[src/rtl/mux_arb_pkg.sv]
// Shared types and the rotating-priority helper for the round-robin mux arbiter.
package mux_arb_pkg;

   typedef enum logic {IDLE = 1'b0, OWN = 1'b1} arb_state_e;

   localparam int ARB_N_DEFAULT = 8;
   localparam int PICK_MAX      = 8;

   typedef struct packed {
      logic       valid;
      logic [2:0] idx;
   } pick_t;

   // First set request scanning ptr, ptr+1, ... modulo n (n <= PICK_MAX).
   function automatic pick_t rr_pick(input logic [7:0] req, input logic [2:0] ptr,
                                     input int unsigned n);
      pick_t      p;
      logic [2:0] k;
      p = '0;
      for (int unsigned i = 0; i < PICK_MAX; i++) begin
         if (i < n && !p.valid) begin
            k = 3'((32'(ptr) + i) % n);
            if (req[k]) begin
               p.valid = 1'b1;
               p.idx   = k;
            end
         end
      end
      return p;
   endfunction

endpackage

[src/rtl/mux_rr_arbiter_if.sv]
// Request/grant bundle between requesters and the arbiter driving the shared mux select.
interface mux_rr_arbiter_if #(parameter int N = 8);
   localparam int SEL_W = $clog2(N);

   logic [N-1:0]     req;
   logic [N-1:0]     gnt;
   logic             gnt_valid;
   logic [SEL_W-1:0] sel;
   logic             timeout;

   modport master (input req, output gnt, gnt_valid, sel, timeout);
   modport slave  (output req, input gnt, gnt_valid, sel, timeout);
endinterface

[src/rtl/rr_priority_pick.sv]
// Combinational rotating priority encoder: lowest request at or after ptr, modulo N.
module rr_priority_pick
   import mux_arb_pkg::*;
#(
   parameter int N     = ARB_N_DEFAULT,
   parameter int SEL_W = $clog2(N)
) (
   input  logic [N-1:0]     i_req,
   input  logic [SEL_W-1:0] i_ptr,
   output logic [SEL_W-1:0] o_idx,
   output logic             o_any
);

   logic [7:0] w_req8;
   logic [2:0] w_ptr8;
   pick_t      w_pick;

   assign w_req8 = 8'(i_req);
   assign w_ptr8 = 3'(i_ptr);
   assign w_pick = rr_pick(w_req8, w_ptr8, N);
   assign o_idx  = SEL_W'(w_pick.idx);
   assign o_any  = w_pick.valid;

endmodule

[src/rtl/mux_rr_arbiter.sv]
// Round-robin arbiter owning the shared 8:1 mux select; grants hold until the owner drops req.
// Optional forced release after MAX_HOLD owned cycles when ARB_TIMEOUT_EN is defined.
module mux_rr_arbiter
   import mux_arb_pkg::*;
#(
   parameter int N        = ARB_N_DEFAULT,
   parameter int MAX_HOLD = 16
) (
   input  logic             clk,
   input  logic             reset,
   mux_rr_arbiter_if.master bus
);

   localparam int SEL_W = $clog2(N);

   if (N < 2 || N > 8 || (N & (N - 1)) != 0 || MAX_HOLD < 2) begin : g_bad_cfg
      $error("mux_rr_arbiter: N must be a power of 2 in 2..8 and MAX_HOLD >= 2");
   end

   arb_state_e       r_state, w_state_nxt;
   logic [N-1:0]     r_gnt;
   logic [SEL_W-1:0] r_sel;
   logic [SEL_W-1:0] r_ptr;

   logic [SEL_W-1:0] w_scan_ptr;
   logic [SEL_W-1:0] w_pick_idx;
   logic             w_pick_any;
   logic             w_release;
   logic             w_load;
   logic             w_clear;
   logic             w_force;

   // While owning, scan from the slot after the owner so the owner is considered last.
   rr_priority_pick #(.N(N), .SEL_W(SEL_W)) u_pick (
      .i_req (bus.req),
      .i_ptr (w_scan_ptr),
      .o_idx (w_pick_idx),
      .o_any (w_pick_any)
   );

   always_ff @(posedge clk) begin
      if (reset) r_state <= IDLE;
      else       r_state <= w_state_nxt;
   end

   always_comb begin
      w_state_nxt = r_state;
      case (r_state)
         IDLE:    if (w_pick_any) w_state_nxt = OWN;
         OWN:     if (w_release && !w_pick_any) w_state_nxt = IDLE;
         default: w_state_nxt = IDLE;
      endcase
   end

   always_comb begin
      w_scan_ptr = (r_state == OWN) ? r_sel + SEL_W'(1) : r_ptr;
      w_release  = (r_state == OWN) && (!bus.req[r_sel] || w_force);
      w_load     = w_pick_any && ((r_state == IDLE) || w_release);
      w_clear    = w_release && !w_pick_any;
   end

   always_ff @(posedge clk) begin
      if (reset) begin
         r_gnt <= '0;
         r_sel <= '0;
         r_ptr <= '0;
      end else begin
         if (w_load) begin
            r_gnt <= {{(N-1){1'b0}}, 1'b1} << w_pick_idx;
            r_sel <= w_pick_idx;
         end else if (w_clear) begin
            r_gnt <= '0;
         end
         if (w_release) r_ptr <= r_sel + SEL_W'(1);
      end
   end

`ifdef ARB_TIMEOUT_EN
   localparam int HOLD_W = $clog2(MAX_HOLD) + 1;

   logic [HOLD_W-1:0] r_hold;
   logic              r_timeout;

   // Count reaches MAX_HOLD-1 after MAX_HOLD-1 owned edges; the next edge is the forced one.
   assign w_force = (r_state == OWN) && bus.req[r_sel] && (r_hold == HOLD_W'(MAX_HOLD - 1));

   always_ff @(posedge clk) begin
      if (reset) begin
         r_hold    <= '0;
         r_timeout <= 1'b0;
      end else begin
         r_timeout <= w_force;
         if (w_load)              r_hold <= '0;
         else if (r_state == OWN) r_hold <= r_hold + HOLD_W'(1);
      end
   end

   assign bus.timeout = r_timeout;
`else
   assign w_force     = 1'b0;
   assign bus.timeout = 1'b0;
`endif

   assign bus.gnt       = r_gnt;
   assign bus.gnt_valid = |r_gnt;
   assign bus.sel       = r_sel;

endmodule

[src/flat_wrapper.sv]
// flat-port wrapper written by rule: the top's interface ports become plain ports
module mux_rr_arbiter_flat import mux_arb_pkg::*;
#(
   parameter int N        = ARB_N_DEFAULT,
   parameter int MAX_HOLD = 16
)
  (clk, reset, bus_req, bus_gnt, bus_gnt_valid, bus_sel, bus_timeout);
  mux_rr_arbiter_if #(.N(N)) bus_i ();
  input  logic clk;
  input  logic reset;
  input wire logic [$bits(bus_i.req)-1:0] bus_req;
  output wire logic [$bits(bus_i.gnt)-1:0] bus_gnt;
  output wire logic [$bits(bus_i.gnt_valid)-1:0] bus_gnt_valid;
  output wire logic [$bits(bus_i.sel)-1:0] bus_sel;
  output wire logic [$bits(bus_i.timeout)-1:0] bus_timeout;
  assign bus_i.req = bus_req;
  assign bus_gnt = bus_i.gnt;
  assign bus_gnt_valid = bus_i.gnt_valid;
  assign bus_sel = bus_i.sel;
  assign bus_timeout = bus_i.timeout;
  mux_rr_arbiter #(.N(N), .MAX_HOLD(MAX_HOLD)) u_core (.clk(clk), .reset(reset), .bus(bus_i));
endmodule
[config.mk]
export PLATFORM = sky130hd
export DESIGN_NAME = mux_rr_arbiter_flat
export DESIGN_NICKNAME = d
export VERILOG_FILES = /design/src/rtl/mux_arb_pkg.sv /design/src/rtl/mux_rr_arbiter_if.sv /design/src/rtl/rr_priority_pick.sv /design/src/rtl/mux_rr_arbiter.sv /design/src/flat_wrapper.sv
export SDC_FILE = /design/constraint.sdc
export NUM_CORES = 1
export LEC_CHECK = 0
export CAP_MARGIN = 20
export CELL_PAD_IN_SITES_DETAIL_PLACEMENT = 1
export CELL_PAD_IN_SITES_GLOBAL_PLACEMENT = 1
export CORE_MARGIN = 2
export CORE_UTILIZATION = 38
export CTS_CLUSTER_DIAMETER = 150
export DETAILED_ROUTE_END_ITERATION = 10
export PLACE_DENSITY_LB_ADDON = 0.1
export SLEW_MARGIN = 15
export SYNTH_ARGS = -nofsm -noshare
export SYNTH_HDL_FRONTEND = slang
export SYNTH_SLANG_ARGS = --single-unit
[constraint.sdc]
create_clock -name clk -period 4.9 [get_ports clk]
set_input_delay 0.98 -clock clk [delete_from_list [all_inputs] [get_ports clk]]
set_output_delay 0.98 -clock clk [all_outputs]
set_load 0.01 [all_outputs]
== After elaboration in Yosys (flattened, before gate mapping) ==
Index checks and enable logic that the tools add are counted.
Operators by class
  add/sub/neg operators: 8
  order comparisons: 9
  shifts and indexed selects: 1
  muxes and demuxes: 39
  bitwise logic cells: 1
  reductions and logical operators: 8
Operators with widths (count)
  $mux W4: 15
  $lt A3 B4 Y1 const B: 9
  $bmux W1 S3: 9
  $mux W8: 2
  $add A3 B3 Y3 const B: 4
  $mux W1: 11
  $reduce_or A8 Y1: 1
  $shl A1 B3 Y8 const A: 1
  $add A3 B1 Y3 const B: 2
  $add A3 B2 Y3 const B: 2
  $logic_and A1 B1 Y1: 3
  $mux W3: 1
  $logic_not A1 Y1: 2
  $pmux W1 S2: 1
  $reduce_bool A2 Y1: 1
  $logic_or A1 B1 Y1: 1
  $not A1 Y1: 1
Storage, ports and cells
  register bits: 15
  logic and storage cells: 70

== Longest topological paths before layout ==
Gate-level depths: netlist (run 1).
  depth in word-level cells: 23
  depth in mapped cells: 16
  gate-level depth less buffers: 12

== By module ==
A second synthesis (run 1) with hierarchy kept.
Second synthesis, totals
  cells, all modules: 203
  area total of the unflattened synthesis: 1883.1 sq um
By module, submodules not included
  rr_priority_pick: instances 1, cells an instance 109, area each 942.2 sq um, sequential area each 0.0 sq um
  mux_rr_arbiter: instances 1, cells an instance 94, area each 940.9 sq um, sequential area each 300.3 sq um

== Least setup slack after synthesis (run 1) ==
Ideal clock, no wire load.
  path type: flip-flop to flip-flop
  from: register u_core.r_sel[1], in the netlist u_core.bus.sel[1]
  to: register u_core.r_gnt[0], in the netlist u_core.bus.gnt[0]
  library setup time: 0.060 ns
  data arrival time: 3.704 ns
  data required time: 4.840 ns
  setup slack: 1.136 ns
  stages on the path, launching flop included: 15
  buffers on the path: 3
  period minus slack after synthesis: 3.764 ns
  cells stage by stage: dfxtp_1 ha_1 mux2_2 inv_1 clkbuf_1 ha_1 xnor2_2 mux4_2 or3_1 buf_2 or2_4 o21ai_4 and3b_1 buf_4 a22o_1
Between the ends
  longest elaborated chain between the ends: 21
  elaborated cells between the ends (all ways): 51
  classes of those cells: 8 x add/sub; 1 x shift; 35 x mux; 7 x reduce/logical
RTL lines
  start: declaration: RTL line mux_rr_arbiter.sv:22  | logic [SEL_W-1:0] r_sel;
  start signal: assignment: RTL line mux_rr_arbiter.sv:70  | r_sel <= w_pick_idx;
  $add A3 B1 Y3: RTL line mux_rr_arbiter.sv:56  | w_scan_ptr = (r_state == OWN) ? r_sel + SEL_W'(1) : r_ptr;
  $mux W3: RTL line mux_rr_arbiter.sv:56
  $add A3 B1 Y3 / $bmux W1 S3 (equally long branches): RTL line mux_arb_pkg.sv:22, mux_arb_pkg.sv:23
  $bmux W1 S3 / $mux W1 (equally long branches): RTL line mux_arb_pkg.sv:23  | if (req[k]) begin
  $mux W1 (not written as such) / $mux W4 (equally long branches): RTL line mux_arb_pkg.sv:23
  $mux W4: RTL line mux_arb_pkg.sv:23
  $mux W4: RTL line mux_arb_pkg.sv:21  | if (i < n && !p.valid) begin
  $mux W4: RTL line mux_arb_pkg.sv:23
  (+5 left out)
  $mux W4: RTL line mux_arb_pkg.sv:23
  $mux W4: RTL line mux_arb_pkg.sv:21
  $mux W4: RTL line mux_arb_pkg.sv:23
  $mux W4: RTL line mux_arb_pkg.sv:21
  $mux W4: RTL line mux_arb_pkg.sv:23
  $mux W4: RTL line mux_arb_pkg.sv:21
  $shl A1 B3 Y8: RTL line mux_rr_arbiter.sv:69  | r_gnt <= {{(N-1){1'b0}}, 1'b1} << w_pick_idx;
  $mux W8: RTL line mux_rr_arbiter.sv:68  | if (w_load) begin
  end signal: assignment: RTL line mux_rr_arbiter.sv:69
  end: declaration: RTL line mux_rr_arbiter.sv:21  | logic [N-1:0] r_gnt;
Several ways; a longest one is shown, not always the timed one. The select of a mux whose other input is x is not followed.
A chain may end at the register's enable or synchronous reset.

== Worst setup path in the final report (run 1) ==
  from: register u_core.r_sel[0], in the netlist u_core.bus.sel[0]
  to: register u_core.r_gnt[0], in the netlist u_core.bus.gnt[0]
The elaborated chain is that of the path after synthesis.

==> impl_metrics.json, run 1 <==
{
  "final_max_slew_viol_count": 0,
  "start_util_pct": 39.8,
  "fmaxAchievable_ghz": 0.228,
  "wl_met2_um": 2700,
  "finalCritPeriodShare_pct": 89.4,
  "cp-end-kind": "register",
  "crit_family": "multiplexers",
  "syn-cell-area_sq_um": 1750,
  "cts_tree": "yes",
  "antenna-diode-count": 0,
  "cts_setup_buffers": 0,
  "fin_util_pct": 46.0,
  "ys_types": 57,
  "maxCapViolations": 0,
  "pwr_density_cell_nw_per_um2": 711,
  "yosys.area_share.adder_pct": 2.15,
  "hold_violations": 0,
  "area_growth_pct": 15.6,
  "dieArea_sq_um": 5150,
  "routed_wl_um": 5530,
  "min-delay-start": "u_core.bus.gnt[3]$_SDFFE_PP0P_",
  "cts_sinks": 15,
  "setup_viol": 0,
  "grt_pass1_vias": 1747,
  "cts_hold_buf": 0,
  "cts.repair.resized": 0,
  "synth-xor-area-share_pct": 5.66,
  "grt_max_degree": 14,
  "row_count": 24,
  "path_common_cell": "ha_1",
  "yosysWarnings": 0,
  "cts_max_level": 1,
  "peakVddDrop_mv": 0.292,
  "fp.dieW_um": 71.8,
  "cp_cell_sequence": "ha_1 -> mux2_2 -> inv_1 -> ha_1 -> xnor2_2 -> mux4_2 -> or3_1 -> or2_4 -> o32ai_1 -> nor2b_1 -> a22o_1",
  "min_period_ns": 4.38,
  "grt_antenna_before_repair": 0,
  "final_cells": 281,
  "first_pass_iters": 4,
  "wl_per_cell_um": 19.7,
  "rsz0062_at_grt": "no",
  "clockBufferDepth": 2,
  "ys_async_sr_fraction_pct": 0,
  "path_buf_inv": 1,
  "synth_edf_count": 0,
  "met3_wirelength_um": 261,
  "syn-num-nets": 228,
  "place_congestion": 0.899,
  "finClkSkew_ns": 0.00225,
  "cp-start-kind": "register",
  "dieHeight_um": 71.8,
  "fin_total_pwr_uw": 1430,
  "vias": 1779,
  "nNetsFinal": 243,
  "max_stage_delay_ns": 0.61,
  "crit_type": "register to register",
  "dp_hpwl_um": 4530,
  "antenna_left": 0,
  "syn_avg_cell_area_sq_um": 8.12,
  "pin_count": 23,
  "cp.arrival_ns": 4.52,
  "coreArea_sq_um": 4380,
  "yosys.area_share.simple_pct": 26.8,
  "top_layer_used": "met4",
  "worstPathRequired_ns": 5.04,
  "setup_tns_ns": 0,
  "root_buffer": "clkbuf_8",
  "ys_seq_area_share_pct": 17.2,
  "grt_pass1_wl_um": 9030,
  "r2r_slack_ns": 0.52,
  "placed_cells": 277,
  "worst_pin_slew_ns": 0.712,
  "synthCells": 215,
  "synthFlopType": "dfxtp_1",
  "synth_top_family_by_area": "simple AND/OR/NAND/NOR gates",
  "remaining_drc_errors": 0,
  "cpMaxStageDelayCell": "mux4_2",
  "maxSlewHeadroom_pct": 52.4,
  "met1_length_um": 2500,
  "drt_iter0_drc": 111,
  "critPathLaunch": "u_core.bus.sel[0]$_SDFFE_PP0P_",
  "cts_buffers": 3,
  "synth_mux_area_share_pct": 18.6,
  "synth_compound_area_share_pct": 24.4,
  "path_max_fanout": 13,
  "clk_latency_ns": 0.25,
  "vias_per_cell": 6.33,
  "ys_seq_elements": 15,
  "grt.total_usage_pct": 22.3,
  "layout_common_cells": "nand3_1 (21), clkdlybuf4s50_1 (21), nand2_1 (15), dfxtp_1 (15), nor2_1 (12)",
  "p_leak_uw": 0.000785,
  "clk_pin_slew_ns": 0.06,
  "outcome": "completed",
  "hp-class": "register to register",
  "drive_above_1_share_pct": 10.9,
  "grt_overflow": 0,
  "rr_startpoint": "u_core.bus.sel[0]$_SDFFE_PP0P_",
  "portBuffers": 21
}
==> state kept, by name (all words and copies together), names as in the netlist <==
| register | flops |
|---|---|
| u_core.bus.gnt | 8 |
| u_core.bus.sel | 3 |
| u_core.r_ptr | 3 |
| u_core.r_state | 1 |
==> layer usage <==
layer / global-route usage [%] / up-vias
met5: 0 / -
met4: 3.98 / 0
met3: 3.38 / 6
met1: 30.8 / 871
met2: 37.4 / 54
li1: - / 848
==> kinds of logic after synthesis <==
logic type,count (synthesis)
multiplexers,22
AND/OR/NAND/NOR,89
AO/OA/AOI/OAI,58
XOR/XNOR,8
buffers and inverters,19
adder cells (fa/ha/maj),3
flip-flops,15
other,1
==> stage by stage <==
step                      setup WS (ns)  area (sq um)  hold WS [ns]
after detailed placement          0.523          1970         0.502
after floorplan                    1.14          1750         0.513
after CTS                         0.527          2020         0.518
final                             0.519          2020         0.509
after global routing              0.247          2020         0.547
after global placement            0.585          1970         0.488
==> synthesized netlist by cell type, types with 3 or more instances <==
| master | count | area [sq um] |
|---|---|---|
| or3_1 | 5 | 31.3 |
| buf_4 | 3 | 22.5 |
| buf_2 | 3 | 15.0 |
| o21ai_0 | 10 | 50.1 |
| a21oi_1 | 9 | 45.0 |
| clkbuf_1 | 6 | 22.5 |
| mux2_2 | 4 | 45.0 |
| mux2i_1 | 10 | 100 |
| nor4_1 | 3 | 18.8 |
| nand2_1 | 15 | 56.3 |
| o32ai_1 | 4 | 35.0 |
| nor2_1 | 12 | 45.0 |
| ha_1 | 3 | 37.5 |
| and3_1 | 4 | 25.0 |
| mux4_2 | 7 | 158 |
| dfxtp_1 | 15 | 300 |
| nor3_1 | 5 | 25.0 |
| a22o_1 | 8 | 70.1 |
| and2_1 | 7 | 43.8 |
| xnor2_1 | 5 | 43.8 |
| inv_1 | 6 | 22.5 |
| nand3_1 | 21 | 105 |
| nand2b_1 | 3 | 18.8 |
| nor2b_1 | 5 | 31.3 |
| a21o_1 | 5 | 37.5 |
==> final timing paths <==
path / cells past startpoint / to
worst max register to register: 11 / u_core.bus.gnt[0]$_SDFFE_PP0P_
worst min-delay path: 1 / u_core.bus.gnt[3]$_SDFFE_PP0P_
worst min register to register: 1 / u_core.bus.gnt[3]$_SDFFE_PP0P_
worst max-delay path: 11 / u_core.bus.gnt[0]$_SDFFE_PP0P_
==> worst register-to-register path, delay by kind of cell, from the launching register on <==
family / cells / cell delay, ns
AO/OA/AOI/OAI: 2 / 0.59
XOR/XNOR: 1 / 0.19
adder cells (fa/ha/maj): 2 / 0.64
buffers and inverters: 1 / 0.34
flip-flops: 1 / 0.56
multiplexers: 2 / 1.03
AND/OR/NAND/NOR: 3 / 0.93
==> final cells by class <==
| class | instances | area (sq um) |
|---|---|---|
| tap | 52 | 65.1 |
| clock inverter | 1 | 5.00 |
| inverter | 6 | 22.5 |
| fill | 541 | 2370 |
| timing repair buffer | 23 | 225 |
| multi-input combinational | 181 | 1360 |
| clock buffer | 3 | 41.3 |
| sequential | 15 | 300 |
==> report_power, final <==
group	switching [uW]	total [uW]	internal (uW)
Clock	44.5	101	56.3
Sequential	46.4	205	158
Combinational	629	1130	500
Total	720	1430	715
No activity file was read; power rests on OpenSTA's default activity.
==> inputs of run 2 (changes only) <==
--- a/config.mk
+++ b/config.mk
@@ -9,7 +9,7 @@
 export CELL_PAD_IN_SITES_DETAIL_PLACEMENT = 1
 export CELL_PAD_IN_SITES_GLOBAL_PLACEMENT = 1
 export CORE_MARGIN = 2
-export CORE_UTILIZATION = 38
+export CORE_UTILIZATION = 37
 export CTS_CLUSTER_DIAMETER = 150
 export DETAILED_ROUTE_END_ITERATION = 10
 export PLACE_DENSITY_LB_ADDON = 0.1
==> constraint.sdc (replaced) <==
create_clock -name clk -period 3.7 [get_ports clk]
set_input_delay 0.74 -clock clk [delete_from_list [all_inputs] [get_ports clk]]
set_output_delay 0.74 -clock clk [all_outputs]
set_load 0.01 [all_outputs]
==> impl_metrics.json, run 2 (synthesis results as in run 1) <==
{
  "outcome": "completed",
  "finalCritPeriodShare_pct": 95.6,
  "portBuffers": 21,
  "cts_max_level": 1,
  "pin_count": 23,
  "min_period_ns": 3.54,
  "coreArea_sq_um": 4440,
  "p_leak_uw": 0.000879,
  "remaining_drc_errors": 0,
  "grt_pass1_vias": 1983,
  "fin_util_pct": 49.5,
  "setup_viol": 0,
  "drive_above_1_share_pct": 20.6,
  "grt.total_usage_pct": 24.5,
  "maxSlewHeadroom_pct": 55.1,
  "fmaxAchievable_ghz": 0.283,
  "vias": 1899,
  "cts_tree": "yes",
  "combPwrFrac_pct": 81.5,
  "cp-end-kind": "register",
  "peakVddDrop_mv": 0.338,
  "clockBufferDepth": 2,
  "cts_hold_buf": 0,
  "clock_power_share_pct": 6.4,
  "final_cells": 299,
  "final_max_slew_viol_count": 0,
  "grt_pass1_wl_um": 10000,
  "dieArea_sq_um": 5280,
  "swShare_pct": 49.3,
  "cts_sinks": 15,
  "row_count": 24,
  "vias_per_cell": 6.35,
  "worst_pin_slew_ns": 0.667,
  "antenna_left": 0,
  "grt_max_degree": 12,
  "grt_antenna_before_repair": 0,
  "layout_common_cells": "nand3_1 (21), clkdlybuf4s50_1 (21), buf_4 (20)",
  "maxCapViolations": 0,
  "pwr_density_cell_nw_per_um2": 974,
  "crit_type": "register to register",
  "largest_reg_flops": 8,
  "fin_total_pwr_uw": 2140,
  "cp-start-kind": "register",
  "hp-class": "register to register",
  "seq_power_share_pct": 12.1,
  "clk_pin_slew_ns": 0.07,
  "drt_iter0_drc": 89,
  "first_pass_iters": 4,
  "hold_violations": 0,
  "fillerInstances": 537,
  "path_max_fanout": 6,
  "wl_per_cell_um": 20.9,
  "fp.dieW_um": 72.7,
  "whs_ns": 0.511,
  "nNetsFinal": 261,
  "placed_cells": 294,
  "clk_latency_ns": 0.25,
  "switchingPower_uw": 1060,
  "intPower_uw": 1090,
  "dieHeight_um": 72.7,
  "dp_hpwl_um": 5130,
  "finClkSkew_ns": 0.000984,
  "cp.arrival_ns": 3.68,
  "start_util_pct": 39.3,
  "root_buffer": "clkbuf_8",
  "worstPathRequired_ns": 3.84,
  "grt_overflow": 0,
  "antenna-diode-count": 0,
  "place_congestion": 0.901,
  "routed_wl_um": 6240,
  "cts_buffers": 3,
  "area_growth_pct": 26.1
}
[run 2: cell type report]
type	instances	area, sq um	area share [%]
sequential	15	300	13.6
inverter	6	22.5	1.02
clock buffer	3	41.3	1.88
timing repair buffer	41	360	16.4
multi-input combinational	181	1410	63.9
tap	52	65.1	2.96
clock inverter	1	5.00	0.227
[run 2: metrics by stage]
stage	TNS, ns	setup WS [ns]	instance area [sq um]
2_1_floorplan	0	0.0543	1750
5_1_grt	-0.0387	-0.0245	2200
4_1_cts	0	0.0286	2150
6_report	0	0.163	2200
3_3_place_gp	0	0.123	2100
3_5_place_dp	-0.191	-0.0555	2100
[run 2: layer usage]
| metal | share of wire (%) | track usage [%] | vias up |
|---|---|---|---|
| met5 | 0 | 0 | - |
| met4 | 1.3 | 7.00 | 0 |
| met3 | 3.9 | 3.59 | 10 |
| met2 | 50 | 41.9 | 50 |
| met1 | 45 | 31.9 | 952 |
| li1 | - | - | 887 |
[run 2: path summary, 6_finish.rpt]
| kind | start | to | slack [ns] | cells past startpoint |
|---|---|---|---|---|
| setup reg to reg | u_core.bus.sel[1]$_SDFFE_PP0P_ | u_core.bus.gnt[2]$_SDFFE_PP0P_ | 0.16 | 12 |
| hold / removal | u_core.bus.gnt[7]$_SDFFE_PP0P_ | u_core.bus.gnt[7]$_SDFFE_PP0P_ | 0.51 | 1 |
| hold reg to reg | u_core.bus.gnt[7]$_SDFFE_PP0P_ | u_core.bus.gnt[7]$_SDFFE_PP0P_ | 0.51 | 1 |
| setup / recovery | u_core.bus.sel[1]$_SDFFE_PP0P_ | u_core.bus.gnt[2]$_SDFFE_PP0P_ | 0.16 | 12 |
[run 2: critical path: stages, from the launching register on]
cell and delay (ns):
dfxtp_1 0.33, ha_1 0.30, mux2_2 0.33, inv_1 0.09, ha_1 0.20, xnor2_2 0.14
mux4_2 0.60, or3_1 0.46, or2_4 0.33, o21ai_4 0.22, nor3b_1 0.08, buf_4 0.16
a22o_1 0.18
[run 2: repair_timing]
item | 4_1_cts | 5_1_grt
setup endpoints to repair | 0 | 11
gates resized for setup | 0 | 9
buffers inserted | 0 | 1
[run 2: power groups by stage]
stage               clock network [uW]  logic (uW)  registers, uW
floorplan                            0        1100            270
global placement                     0        1600            256
detailed placement                   0        1640            264
CTS                                140        1650            260
global route                       147        1900            268
finish                             136        1750            260
